File: src/rtl/bus_load_unit.sv
// Bus destination unit: loads the bus word into AR/AC/PC/DR/R/IR and commits DRAM writes via an ack handshake.
// Optional feature macro: BUS_LOAD_INC_EN (enables PC/AR increment through inc_ctrl).
module bus_load_unit #(
  parameter int DATA_W      = 16,
  parameter int ACK_TIMEOUT = 15
) (
  input  logic              clk,
  input  logic              reset,
  input  logic [DATA_W-1:0] bus_data,
  input  logic [3:0]        load_ctrl,
  input  logic [1:0]        inc_ctrl,
  input  logic              dram_ack,
  output logic [DATA_W-1:0] ar,
  output logic [DATA_W-1:0] ac,
  output logic [DATA_W-1:0] pc,
  output logic [DATA_W-1:0] dr,
  output logic [DATA_W-1:0] r,
  output logic [DATA_W-1:0] ir,
  output logic [DATA_W-1:0] dram_addr,
  output logic [DATA_W-1:0] dram_wdata,
  output logic              dram_we,
  output logic              busy,
  output logic              done,
  output logic              err
);
  localparam logic [3:0] LD_AR = 4'd1, LD_AC = 4'd2, LD_PC = 4'd3, LD_DR = 4'd4;
  localparam logic [3:0] LD_R  = 4'd5, LD_IRAM = 4'd6, LD_WR = 4'd7, LD_IR = 4'd8;
  localparam logic [7:0] TO_LAST = 8'(ACK_TIMEOUT - 1);

  typedef enum logic [1:0] {IDLE, REQ, DONE} wstate_t;

  wstate_t    state, state_n;
  logic [7:0] cnt, cnt_n;
  logic       capture, err_ev, err_pend, err_pend_n, err_n;
  logic       inc_pc, inc_ar;

`ifdef BUS_LOAD_INC_EN
  assign inc_pc = inc_ctrl[0];
  assign inc_ar = inc_ctrl[1];
`else
  logic unused_inc;
  assign unused_inc = ^inc_ctrl;
  assign inc_pc     = 1'b0;
  assign inc_ar     = 1'b0;
`endif

  // Register file: a bus load overrides a same-cycle increment of that register.
  always_ff @(posedge clk or posedge reset) begin
    if (reset) begin
      ar <= '0; ac <= '0; pc <= '0; dr <= '0; r <= '0; ir <= '0;
    end else begin
      if (load_ctrl == LD_AR)  ar <= bus_data;
      else if (inc_ar)         ar <= ar + DATA_W'(1);
      if (load_ctrl == LD_PC)  pc <= bus_data;
      else if (inc_pc)         pc <= pc + DATA_W'(1);
      if (load_ctrl == LD_AC)  ac <= bus_data;
      if (load_ctrl == LD_DR)  dr <= bus_data;
      if (load_ctrl == LD_R)   r  <= bus_data;
      if (load_ctrl == LD_IR)  ir <= bus_data;
    end
  end

  always_comb begin
    state_n = state;
    cnt_n   = cnt;
    capture = 1'b0;
    err_ev  = (load_ctrl == LD_IRAM);
    case (state)
      IDLE: if (load_ctrl == LD_WR) begin
        capture = 1'b1;
        cnt_n   = '0;
        state_n = REQ;
      end
      REQ: begin
        if (load_ctrl == LD_WR) err_ev = 1'b1;
        if (dram_ack) state_n = DONE;
        else if (cnt == TO_LAST) begin
          state_n = IDLE;
          err_ev  = 1'b1;
        end else cnt_n = cnt + 8'd1;
      end
      DONE: begin
        // The next write may be accepted while done is showing.
        if (load_ctrl == LD_WR) begin
          capture = 1'b1;
          cnt_n   = '0;
          state_n = REQ;
        end else state_n = IDLE;
      end
      default: state_n = IDLE;
    endcase
    // err must never coincide with done; an error raised on the ack edge is shown a cycle later.
    err_n      = (err_ev | err_pend) & (state_n != DONE);
    err_pend_n = (err_ev | err_pend) & (state_n == DONE);
  end

  always_ff @(posedge clk or posedge reset) begin
    if (reset) begin
      state      <= IDLE;
      cnt        <= '0;
      dram_addr  <= '0;
      dram_wdata <= '0;
      dram_we    <= 1'b0;
      busy       <= 1'b0;
      done       <= 1'b0;
      err        <= 1'b0;
      err_pend   <= 1'b0;
    end else begin
      state    <= state_n;
      cnt      <= cnt_n;
      dram_we  <= (state_n == REQ);
      busy     <= (state_n != IDLE);
      done     <= (state_n == DONE);
      err      <= err_n;
      err_pend <= err_pend_n;
      if (capture) begin
        dram_addr  <= ar;
        dram_wdata <= bus_data;
      end
    end
  end
endmodule

File: config.mk
export PLATFORM = sky130hd
export DESIGN_NAME = bus_load_unit
export DESIGN_NICKNAME = d
export VERILOG_FILES = /design/src/rtl/bus_load_unit.sv
export SDC_FILE = /design/constraint.sdc
export NUM_CORES = 1
export LEC_CHECK = 0
export CAP_MARGIN = 15
export CORE_MARGIN = 4
export CORE_UTILIZATION = 45
export CTS_CLUSTER_SIZE = 10
export DETAILED_ROUTE_END_ITERATION = 7
export PLACE_DENSITY_LB_ADDON = 0.05
export SLEW_MARGIN = 5
export SYNTH_ARGS = -nofsm -noshare
export SYNTH_HDL_FRONTEND = slang
export SYNTH_SLANG_ARGS = --single-unit
File: constraint.sdc
create_clock -name clk -period 9.4 [get_ports clk]
set_input_delay 0.94 -clock clk [delete_from_list [all_inputs] [get_ports clk]]
set_output_delay 0.94 -clock clk [all_outputs]
set_load 0.02 [all_outputs]
---- Word level (Yosys, flattened, before mapping) ----
Index checks and enable logic that the tools add are counted.
cells by class
  add/sub/neg operators ................... 1
  equal/unequal tests ..................... 17
  muxes and demuxes ....................... 15
  bitwise gates (word level) .............. 3
  reduce and logical (&&, ||, !) cells .... 5
operator list
  operator                                                          count
  8-bit 2-to-1 mux                                                  3
  4-bit by 3-bit == test with 1-bit output (second input constant)  4
  8-bit case mux with 2 select lines                                1
  8-bit by 1-bit adder with 8-bit output (second input constant)    1
  4-bit by 2-bit == test with 1-bit output (second input constant)  2
  8-bit by 4-bit == test with 1-bit output (second input constant)  1
  1-bit 2-to-1 mux                                                  7
  2-bit 2-to-1 mux                                                  3
  2-bit != test (second input constant)                             3
  2-bit case mux with 3 select lines                                1
  2-bit by 1-bit == test with 1-bit output (second input constant)  2
  2-bit == test (second input constant)                             2
  4-bit by 1-bit == test with 1-bit output (second input constant)  1
  4-bit == test (second input constant)                             1
  4-bit AND reduction                                               1
  2-bit nonzero test                                                2
  1-bit bitwise AND                                                 2
  2-bit zero test                                                   1
  2-bit by 1-bit != test with 1-bit output (second input constant)  1
  2-bit OR reduction                                                1
  1-bit OR                                                          1
word-level totals
  register bits ........................... 143
  output and inout bits ................... 132
  word-level logic and storage cells ...... 56

---- Depth between registers and ports, before layout ----
  depth in word-level cells ............... 7
  gate-level depth with buffers ........... 7

---- Worst setup path before layout ----
OpenSTA, ideal clock, no wires.
  path kind ............................... input port to flip-flop
  start point ............................. in load_ctrl[0]
  end point ............................... reg ac[0]
  library setup time ...................... 0.125 ns
  data arrival time ....................... 2.068 ns
  data required time ...................... 9.275 ns
  setup slack ............................. 7.207 ns
  stages .................................. 4
  path buffers ............................ 2
  cell sequence ........................... buf_4 nor4b_4 buf_6 mux2_2
between the ends
  longest elaborated chain between the ends .. 1
RTL lines
  what                                      RTL line  RTL
  start: declaration                        10        input logic [3:0] load_ctrl,
  4-bit by 2-bit == test with 1-bit output  56        if (load_ctrl == LD_AC) ac <= bus_data;
  end signal: assignment                    56
  end: declaration                          14        output logic [DATA_W-1:0] ac,
No other way between the ends.
A chain may end at the register's enable or synchronous reset.

---- Final worst setup path ----
  start point ............................. in load_ctrl[2]
  end point ............................... reg cnt[2]
between the ends
  longest elaborated chain between the ends .. 3
RTL lines
  what                                                       RTL line  RTL
  4-bit by 3-bit == test with 1-bit output                   69, 84
  2-bit by 1-bit != test with 1-bit output (no source line)  --
  4-bit AND reduction (no source line)                       --
  end signal: assignment                                     110       cnt <= cnt_n;
  end: declaration                                           33        logic [7:0] cnt, cnt_n;
No other way between the ends.

==> results.txt <==
----------------------------------------------------
[Synthesis]
  Syn nets ... around 440
  Share of flip-flops with an asynchronous set or reset ... between 90% and 100%
  Most used flip-flop cell after synthesis ... dfrtp_1
  Number of enable flip-flop cells after synthesis ... 0
  Mean cell area of the mapped netlist ... 13.7 sq um
  Area of the mapped netlist ... 5640 sq um
  Yosys warns ... 0
  Total of flip-flops plus latches after synthesis ... 143
  Share of synthesized area occupied by flip-flops and latches ... 63.5%
  Unique masters post-synth ... 31
  Post-synthesis cell count ... around 410

[Global routing]
  Met3 GRT Util ... under 10%
  Via count of the first global-routing pass ... 3966
  Overall global routing resource usage ... 20.2%
  Number of antenna violations at the first check in global routing ... 0
  GR Util met2 ... approximately 33%
  GR Util met1 ... 24.8%
  First-pass GRT wire length ... around 22000 um
  Residual overflow from global routing ... 0
  Grt peak-use layer ... met2
  Maximum number of pins on one net before global-route repair ... slightly above 80

[Worst setup path]
  End of the worst register-to-register path ... cnt[4]
  Nature of the critical path endpoint ... flip-flop
  Setup crit start kind ... input port
  Critical path class ... input port to flip-flop
  Critical Path Fanout Max ... 39
  Worst R2R Start ... cnt[0]
  Arrival time of the worst setup path ... 3.16 ns
  Setup slack of the most critical reg-to-reg path ... between 7 and 8 ns
  Worst path required time ... 9.67 ns
  Worst Reg2Reg Path Length in Cells ... 6

[Power]
  Net Sw Power ... 605 uW
  Clock power frac ... 33.9%
  P_int ... 1.51 mW
  Cell area power density ... around 270 nW/um^2
  Sum of internal, switching and leakage power ... 2.11 mW
  Fraction of power spent switching nets ... 28.6%
  Peak ir drop on the vdd network ... 0.000139 V
  Gate power share ... 27.7%
  Sequential share of power ... 38.4%
  P_leak ... about 3.5 nW

[Clock network]
  Number of buffers created by CTS ... 17
  Clock tree sinks ... 143
  Clock-pin slew on the worst setup and hold paths ... approximately 0.06 ns
  Insertion delay of the later-clocked pin in the worst-skew pair ... 0.41 ns
  Root buf cell ... clkbuf_16
  H-tree levels ... 4
  Clock Tree Buf Depth ... 2
  Number of setup buffers added after CTS ... 0
  Number of instances resized during post-cts repair ... 0
  Number of buffers inserted by hold repair at cts ... 0
  CTS tree ... built

[STA]
  Setup TNS ... 0 ns
  Final Max Slew Viols ... 0
  Setup clock skew after layout ... 0.00467 ns
  Actual slew at the worst max-slew pin ... 1.11 ns
  Setup repair after global routing missed its margin ... no
  Final clock period utilization by the worst path ... 30.7%
  Setup Viol. Count Final ... 0
  Crit path time final ... 2.89 ns
  Worst slew margin relative to its limit ... between 20 and 30%
  Final Hold Slack ... 0.472 ns
  Achievable Freq ... ~350 MHz
  Count of final hold-check violations ... 0

[Floorplanning]
  Number of primary I/O pins ... 157
  Starting utilization of the core area ... 46.4%
  Core Footprint ... 12200 sq um
  Horizontal die dimension ... 120 um
  Row count ... 40
  Die Height ... ~120 um
  Overall die area ... between 10000 and 15000 sq um

[Place]
  Post-detail-place hpwl ... between 9000 and 10000 um
  Final estimated routing congestion in global placement ... 0.735
  Port Buf Inserts ... 154

[Status]
  Result of the run ... completed

[Min path]
  Number of cells traversed by the worst hold path ... 2
  Type of the most critical hold path ... flip-flop to flip-flop
  Worst hold path endpoint ... dram_wdata[0]
  Launch instance of the worst min-delay path ... dram_wdata[0]

[Drt]
  Final wirelength ... 13800 um
  Detailed Route Iter0 Violations ... about 230
  Drt first pass iters ... 6
  Count of antenna-violating nets left after detailed routing ... 0
  DRC violation count after routing ... 0
  Detailed-route via count ... 3707
  Routed vias/inst ... just under 5
  DR WL/cell ... 18.3 um

[Cells and area]
  Ratio of cells with drive above 1 in the final layout ... 24.1%
  Number of fill cells in the layout ... 977
  Number of nets in the final layout ... 599
  Area added between synthesis and finish ... 40.7%
  Number of antenna repair diodes ... 0

[Flow run]
  Max-cap violations ... 0

----------------------------------------------------
[cell usage in the layout, fill, tap and decap left out, drive strengths merged, types with 2 or more instances in the layout]
cell | netlist | layout
nor3 | 4 | 4
nand3b | 2 | 2
nand3 | 7 | 7
clkbuf | 2 | 21
nand2b | 2 | 2
mux2 | 96 | 96
buf | 15 | 5
inv | 6 | 6
clkinvlp | 0 | 2
nand4b | 3 | 3
ha | 2 | 2
xnor2 | 2 | 2
clkdlybuf4s50 | 0 | 154
nor4b | 2 | 2
bufinv | 0 | 4
o211ai | 2 | 2
a21oi | 4 | 4
o21ai | 4 | 4
nand2 | 99 | 99
o31ai | 4 | 4
dfrtp | 143 | 143
clkinv | 0 | 5
nor2 | 5 | 5
or3 | 3 | 3
[layer usage]
| metal | part of all wire (%) | wire, um |
|---|---|---|
| met5 | 0 | 0 |
| met4 | 1.3 | 174 |
| met3 | 7.6 | 1050 |
| met2 | 50 | 6850 |
| met1 | 41 | 5720 |
[synthesized netlist by cell type, types with 3 or more instances]
| cell type | instances | area [sq um] |
|---|---|---|
| nand2_1 | 99 | 372 |
| or3_1 | 3 | 18.8 |
| nand3_1 | 7 | 35.0 |
| mux2_2 | 86 | 968 |
| nor2_1 | 4 | 15.0 |
| nand4b_1 | 3 | 26.3 |
| inv_1 | 6 | 22.5 |
| buf_4 | 3 | 22.5 |
| a21oi_1 | 4 | 20.0 |
| o21ai_0 | 3 | 15.0 |
| mux2_4 | 10 | 150 |
| o31ai_1 | 4 | 30.0 |
| buf_6 | 10 | 113 |
| dfrtp_1 | 143 | 3580 |
[sequential cells by signal, indices dropped and copies added (netlist names), 2 cells and up]
signal	flops
pc	16
ar	16
dr	16
r	16
dram_wdata	16
ir	16
state	2
ac	16
dram_addr	16
cnt	8
[kinds of logic after synthesis]
logic type	after synthesis	share of synthesized area, %
multiplexers	96	19.8
AO/OA/AOI/OAI	14	1.51
adder cells (fa/ha/maj)	2	0.444
flip-flops	143	63.5
buffers and inverters	23	3.11
XOR/XNOR	2	0.311
AND/OR/NAND/NOR	131	11.3
[critical path, cell delays in order]
cell             delay, ns
clkdlybuf4s50_1       0.74
and3b_1               0.29
nand3_2               0.71
o211ai_1              0.36
o31ai_1               0.11
[final cells by class]
class,instances,area [sq um],area share (%)
Clock buffer,21,480,6.06
Timing Repair Buffer,159,1590,20.0
Inverter,6,27.5,0.347
Sequential cell,143,3580,45.1
Multi-Input combinational cell,245,1890,23.8
Clock inverter,11,160,2.02
Tap cell,168,210,2.65
[how the worst max path moves through the flow]
| stage | startpoint | to | depth (start not counted) |
|---|---|---|---|
| floorplan | reset | ac[0] | 1 |
| global placement | load_ctrl[2] | cnt[2] | 5 |
| detailed placement | load_ctrl[2] | cnt[2] | 5 |
| CTS | load_ctrl[2] | cnt[2] | 5 |
| global route | load_ctrl[2] | cnt[3] | 5 |
| finish | load_ctrl[2] | cnt[2] | 5 |
[per-stage QoR]
stage / setup WS [ns] / instance area [sq um] / std cells / util, %
final: 6.51 / 7930 / 753 / 65.2
after global placement: 6.09 / 7280 / 720 / 59.8
after floorplan: 4.62 / 5640 / 411 / -
after detailed placement: 6.01 / 7280 / 720 / 59.8
after global routing: 6.33 / 7930 / 753 / 65.2
after CTS: 6.47 / 7920 / 752 / 65.1
[power groups by stage]
stage	Combinational [mW]	Sequential (mW)	Clock, mW
after floorplan	0.132	0.967	0
after global placement	0.587	0.816	0
after detailed placement	0.593	0.822	0
after CTS	0.596	0.813	0.729
after global routing	0.624	0.830	0.759
final	0.586	0.811	0.718
Power figures use the tool's default switching activity.
